===== src/rtl/fft_frame_packer.sv =====
// Packs multi-channel signed audio into fixed-length frames of complex AXI-Stream words.
// Conversion is select/mix, round half-up, then saturate; frames start and stop only on boundaries.
module fft_frame_packer #(
  parameter int FFT_SIZE   = 2048,
  parameter int IN_WIDTH   = 24,
  parameter int OUT_WIDTH  = 16,
  parameter int NUM_CH     = 2,
  parameter int FIFO_DEPTH = 8
) (
  input  logic                                         clk,
  input  logic                                         reset,
  input  logic                                         enable,
  input  logic                                         mix_en,
  input  logic [(NUM_CH > 1 ? $clog2(NUM_CH) : 1)-1:0] ch_sel,
  input  logic [NUM_CH*IN_WIDTH-1:0]                   sample_in,
  input  logic                                         sample_valid,
  output logic                                         sample_ready,
  output logic [2*OUT_WIDTH-1:0]                       tdata,
  output logic                                         tvalid,
  output logic                                         tlast,
  input  logic                                         tready,
  output logic                                         busy,
  output logic                                         overflow
);

  localparam int LOG_CH = $clog2(NUM_CH);
  localparam int SUM_W  = IN_WIDTH + LOG_CH;
  localparam int RND_W  = SUM_W + 1;
  localparam int S      = IN_WIDTH - OUT_WIDTH;
  localparam int CNT_W  = $clog2(FFT_SIZE);
  localparam int PTR_W  = $clog2(FIFO_DEPTH);
  localparam int OCC_W  = PTR_W + 1;
  localparam longint MAX_L = (64'sd1 <<< (OUT_WIDTH - 1)) - 64'sd1;
  localparam longint MIN_L = -(64'sd1 <<< (OUT_WIDTH - 1));
  localparam logic signed [RND_W-1:0] MAX_V = RND_W'(MAX_L);
  localparam logic signed [RND_W-1:0] MIN_V = RND_W'(MIN_L);

  typedef enum logic [1:0] {IDLE, RUN, DRAIN} state_t;

  state_t state, state_next;

  logic [CNT_W-1:0]     in_cnt, out_cnt;
  logic                 conv_valid;
  logic [OUT_WIDTH-1:0] conv_data, conv_out;
  logic [OUT_WIDTH-1:0] mem [FIFO_DEPTH];
  logic [PTR_W-1:0]     wr_ptr, rd_ptr;
  logic [OCC_W-1:0]     count, occ;
  logic                 accept, pop, push;

  logic signed [SUM_W-1:0] mix_sum, sel_val;
  logic signed [RND_W-1:0] pre, rounded, shifted;
  int                      shift_amt, ch_idx;

  // Width conversion: the mix shift folds the channel average into the rounding step.
  always_comb begin
    mix_sum = '0;
    sel_val = '0;
    ch_idx  = int'(ch_sel);
    if (ch_idx >= NUM_CH) ch_idx = 0;
    for (int k = 0; k < NUM_CH; k++) begin
      mix_sum = mix_sum + SUM_W'($signed(sample_in[k*IN_WIDTH +: IN_WIDTH]));
      if (k == ch_idx) sel_val = SUM_W'($signed(sample_in[k*IN_WIDTH +: IN_WIDTH]));
    end
    shift_amt = mix_en ? (S + LOG_CH) : S;
    pre       = mix_en ? RND_W'(mix_sum) : RND_W'(sel_val);
    rounded   = pre + (RND_W'(1) << (shift_amt - 1));
    shifted   = rounded >>> shift_amt;
    if (shifted > MAX_V)      conv_out = MAX_V[OUT_WIDTH-1:0];
    else if (shifted < MIN_V) conv_out = MIN_V[OUT_WIDTH-1:0];
    else                      conv_out = shifted[OUT_WIDTH-1:0];
  end

  // The conversion register counts toward occupancy so it can always drain into the FIFO.
  assign occ          = count + OCC_W'(conv_valid);
  assign sample_ready = (state == RUN) && (occ < OCC_W'(FIFO_DEPTH));
  assign accept       = sample_valid && sample_ready;
  assign push         = conv_valid;
  assign tvalid       = (count != '0);
  assign pop          = tvalid && tready;
  assign tdata        = tvalid ? {{OUT_WIDTH{1'b0}}, mem[rd_ptr]} : '0;
  assign tlast        = tvalid && (out_cnt == CNT_W'(FFT_SIZE - 1));
  assign busy         = (state != IDLE);

  always_comb begin
    state_next = state;
    case (state)
      IDLE:    if (enable) state_next = RUN;
      RUN:     if (accept && (in_cnt == CNT_W'(FFT_SIZE - 1)) && !enable) state_next = DRAIN;
      DRAIN:   if (!conv_valid && ((count - OCC_W'(pop)) == '0)) state_next = IDLE;
      default: state_next = IDLE;
    endcase
  end

  always_ff @(posedge clk) begin
    if (reset) begin
      state      <= IDLE;
      in_cnt     <= '0;
      out_cnt    <= '0;
      conv_valid <= 1'b0;
      conv_data  <= '0;
      wr_ptr     <= '0;
      rd_ptr     <= '0;
      count      <= '0;
      overflow   <= 1'b0;
    end else begin
      state      <= state_next;
      conv_valid <= accept;
      if (accept) begin
        conv_data <= conv_out;
        in_cnt    <= in_cnt + 1'b1;
      end
      if (sample_valid && (state == RUN) && !sample_ready) overflow <= 1'b1;
      if (push) wr_ptr <= wr_ptr + 1'b1;
      if (pop) begin
        rd_ptr  <= rd_ptr + 1'b1;
        out_cnt <= out_cnt + 1'b1;
      end
      if (push && !pop)      count <= count + 1'b1;
      else if (!push && pop) count <= count - 1'b1;
    end
  end

  always_ff @(posedge clk) begin
    if (push) mem[wr_ptr] <= conv_data;
  end

endmodule

===== config.mk =====
export PLATFORM = sky130hd
export DESIGN_NAME = fft_frame_packer
export DESIGN_NICKNAME = d
export VERILOG_FILES = /design/src/rtl/fft_frame_packer.sv
export SDC_FILE = /design/constraint.sdc
export NUM_CORES = 1
export LEC_CHECK = 0
export BUFFER_PORTS_ARGS = -buffer_cell sky130_fd_sc_hd__clkbuf_2
export CAP_MARGIN = 25
export CORE_MARGIN = 1.5
export CORE_UTILIZATION = 40
export DETAILED_ROUTE_END_ITERATION = 16
export REMOVE_ABC_BUFFERS = 1
export SYNTH_ARGS = -nofsm -noshare
export SYNTH_HDL_FRONTEND = slang
export SYNTH_SLANG_ARGS = --single-unit

===== constraint.sdc =====
create_clock -name clk -period 7.4 [get_ports clk]
set_input_delay 0.74 -clock clk [delete_from_list [all_inputs] [get_ports clk]]
set_output_delay 0.74 -clock clk [all_outputs]
set_load 0.005 [all_outputs]

==> key figures <==
Drt
  • Max layer used: met4
  • Drt total wl: 20,300 microns
  • Post-route DRC: 0
  • Wl on met1: between 9000 and 10,000 microns
  • 1st-iter DRT viols: 302
  • Routed wl met3: about 660 microns
  • DRT Pass-1 Iters: 4
  • Wire length per cell: ~16 microns
  • Vias: 6,629
  • Vias per cell: approximately 5.3
  • Final antenna-violating net count: 0
  • WL met2: 9660 microns

Synth
  • Synthesized area: 9890 sq um
  • Largest cells by area after synthesis: edfxtp_1 (39%), dfxtp_1 (11%), mux4_2 (7.3%)
  • FFs w/ async S/R, synth: 0%
  • Post-synth EDFFs: 128
  • XOR/XNOR share of the synthesized area: under 10%
  • Commonest cells post-synth: edfxtp_1 (128), nor2_1 (89), nand2_1 (63)
  • Avg Cell Area, Syn: 11.7 sq um
  • Compound-Gate Fraction of Synth Area: 12.5%
  • Yosys cell types: 84
  • Synth Warn #: 0
  • Top cell type's share of synthesized area: 38.9%
  • Simple-gate share of the synthesized area: 14.2%
  • Most frequent cell after synthesis: edfxtp_1
  • Register area share after synthesis: 50.0%
  • Post-Syn Instances: 848
  • Synth area leader: edfxtp_1
  • Synth Area in Adders: 4.45%
  • Mux cell area share after synthesis: 11.7%
  • Seq cells post-synth: 183
  • Largest family of logic cells by synthesized area: simple AND/OR/NAND/NOR gates
  • Main synth FF type: edfxtp_1

Worst setup path
  • Worst-path fanout max: 16
  • Startpoint Class: input port
  • Worst EP required: ~7.7 ns
  • Worst path arrival time: 4.58 ns
  • Critical path class: input port to register
  • Crit end category: register

Place
  • Port bufs: 75
  • Pre-CTS WS: roughly 2.7 ns
  • Placed Cells: 1,220
  • HPWL after DPL: roughly 14,000 microns
  • Routability cong.: 0.838

Timing
  • Final cycle utilization of the critical path: 58.1%
  • Slew margin rel.: between 30 and 40%
  • Fin. Hold Viols: 0
  • Worst slew pin tran: 0.918 ns
  • Final Skew: 0.00901 ns
  • Max-slew violation count: 0
  • Post-route setup TNS: 0 ns
  • Worst setup margin: 3.10 ns
  • Min Tclk post-route: around 4.3 ns
  • RSZ-0062 raised after global routing: no
  • Setup Viol. Count Final: 0
  • Top achievable clock speed: between 200 and 250 MHz

CTS
  • Max Buffers Root-to-Sink: 2
  • Reg clk slew, reported paths: 0.07 ns
  • Cells resized by post-CTS repair: 0
  • Sink Count: 183
  • Cts bufs inserted: 17
  • Hold buffer count at CTS: 0
  • TritonCTS clock tree: yes
  • Clock Latency Late Sink: 0.43 ns
  • CTS Root Cell: clkbuf_16
  • Post-CTS Setup Repair Bufs: 0
  • H-tree depth: 4

Floorplan
  • Die width: 160 microns
  • Core footprint: 24,300 sq um
  • Die area: 25,700 sq um
  • Die Y: ~160 microns
  • Ports: 92
  • Initial Utilization: 40.7%
  • Row count: 57

Power and ir drop
  • Power Density: around 250 nW/um^2
  • Worst VDD drop: 178 uV
  • Switching pwr: approximately 0.85 mW
  • Internal power: just under 2 mW
  • Total power: approximately 2.8 mW
  • Clk pwr share: 29.7%
  • Leakage: 3.98 nW
  • Sw frac: between 30% and 40%
  • Gate power share: 26.9%
  • Sequential Power Share: a little over two fifths

Min path
  • Hold Path Class: register to register

Global routing
  • Gr usage total: 16.5%
  • Gr ovfl total: 0
  • First-pass GRT wire length: between 30,000 and 40,000 microns
  • Antenna violations before repair: 0
  • Vias in the first global route: roughly 6,500
  • Largest net degree at the start of global routing: 58

Layout
  • Fin cells: ~1,300
  • Layout area overhead: 13.6%
  • Final Util: about 46%
  • Share of layout cells above drive strength 1: a little over a fifth
  • # diodes: 0
  • Nets@finish: 1,009

Flow run
  • Max Cap Viol: 0

Status
  • Status: completed
==> registers in the layout, indices dropped and copies added (netlist names), named ones only <==
| signal | count |
|---|---|
| wr_ptr | 3 |
| state | 2 |
| conv_data | 16 |
| out_cnt | 11 |
| in_cnt | 11 |
| count | 4 |
| mem | 128 |
| rd_ptr | 3 |
| conv_valid | 1 |
| overflow | 1 |
==> layer usage <==
layer	vias to the layer above	GRT usage, %
met5	-	0
met4	0	5.40
met3	19	2.44
met2	116	26.7
met1	3138	22.7
li1	3356	-
==> path summary, 6_finish.rpt <==
kind                            from                    endpoint  slack, ns  cells past startpoint
min          out_cnt[1]$_SDFFE_PP0P_     out_cnt[1]$_SDFFE_PP0P_       0.48                      2
max reg2reg    count[0]$_SDFFE_PP0P_       count[3]$_SDFFE_PP0P_       4.63                     12
min reg2reg  out_cnt[1]$_SDFFE_PP0P_     out_cnt[1]$_SDFFE_PP0P_       0.48                      2
max                     sample_in[5]  conv_data[12]$_SDFFE_PP0P_       3.10                     18
==> metrics by stage <==
| stage | hold WS [ns] | instance area (sq um) |
|---|---|---|
| after floorplan | 0.447 | 9660 |
| after global placement | 0.458 | 10500 |
| final | 0.480 | 11200 |
| after detailed placement | 0.473 | 10600 |
| after global routing | 0.498 | 11200 |
| after CTS | 0.484 | 11200 |
==> cell families (layout without fill, tap and decap cells) <==
logic type | after synthesis | after routing
and+or+nand+nor | 276 | 276
DFF | 183 | 183
AOI/OAI and AO/OA | 174 | 174
muxes | 74 | 74
buffers and inverters | 64 | 134
xor gates and xnor gates | 42 | 42
adders and majority gates | 34 | 34
other | 1 | 16
==> power groups by stage <==
stage / sequential, mW / clock, mW / combinational, mW
2_1_floorplan: 1.24 / 0 / 0.506
3_3_place_gp: 1.23 / 0 / 0.759
3_5_place_dp: 1.24 / 0 / 0.763
4_1_cts: 1.21 / 0.847 / 0.765
5_1_grt: 1.22 / 0.882 / 0.848
6_report: 1.21 / 0.828 / 0.752
==> layout make-up <==
cell class	count	area, sq um
fill	2194	13100
sequential	183	4950
multi-input combinational	616	4720
timing repair buffer	91	583
clock buffer	17	425
tap	324	405
clock inverter	15	118
inverter	11	41.3
==> worst max-delay path, stage by stage <==
cell      delay (ns)
clkbuf_2        0.08
ha_1            0.33
a21oi_1         0.25
o21ai_0         0.12
o211ai_1        0.17
nand2_1         0.10
xor2_1          0.15
nand2_1         0.06
o21ai_0         0.15
ha_1            0.33
a21oi_1         0.12
nor2_1          0.17
nand4_1         0.35
a211oi_2        0.40
mux2i_1         0.14
a21boi_2        0.58
a311o_1         0.28
a21oi_1         0.04
==> cells in the final DEF, fill, tap and decap left out, types with 5 or more instances in the layout <==
master,synthesis,final
nand4_1,12,12
dfxtp_1,55,53
and3_1,7,7
mux2i_1,33,33
nand2_1,63,63
or3_1,15,15
o211a_1,5,5
conb_1,1,16
nand3_1,19,19
inv_1,9,9
nand2b_1,10,10
xnor2_1,20,20
clkbuf_16,0,17
mux4_2,32,32
buf_4,18,8
nor3_1,12,10
and2_1,5,5
nor2_2,0,6
o21ai_0,25,25
o21a_1,6,6
inv_6,0,5
nor2b_1,10,9
mux2_2,9,9
o211ai_1,11,11
a21oi_1,48,48
xor2_1,21,21
a21o_1,6,6
a211oi_1,19,19
edfxtp_1,128,128
clkbuf_2,0,75
ha_1,32,32
nor2_1,89,83
or2_2,6,6
Power figures use the tool's default switching activity.
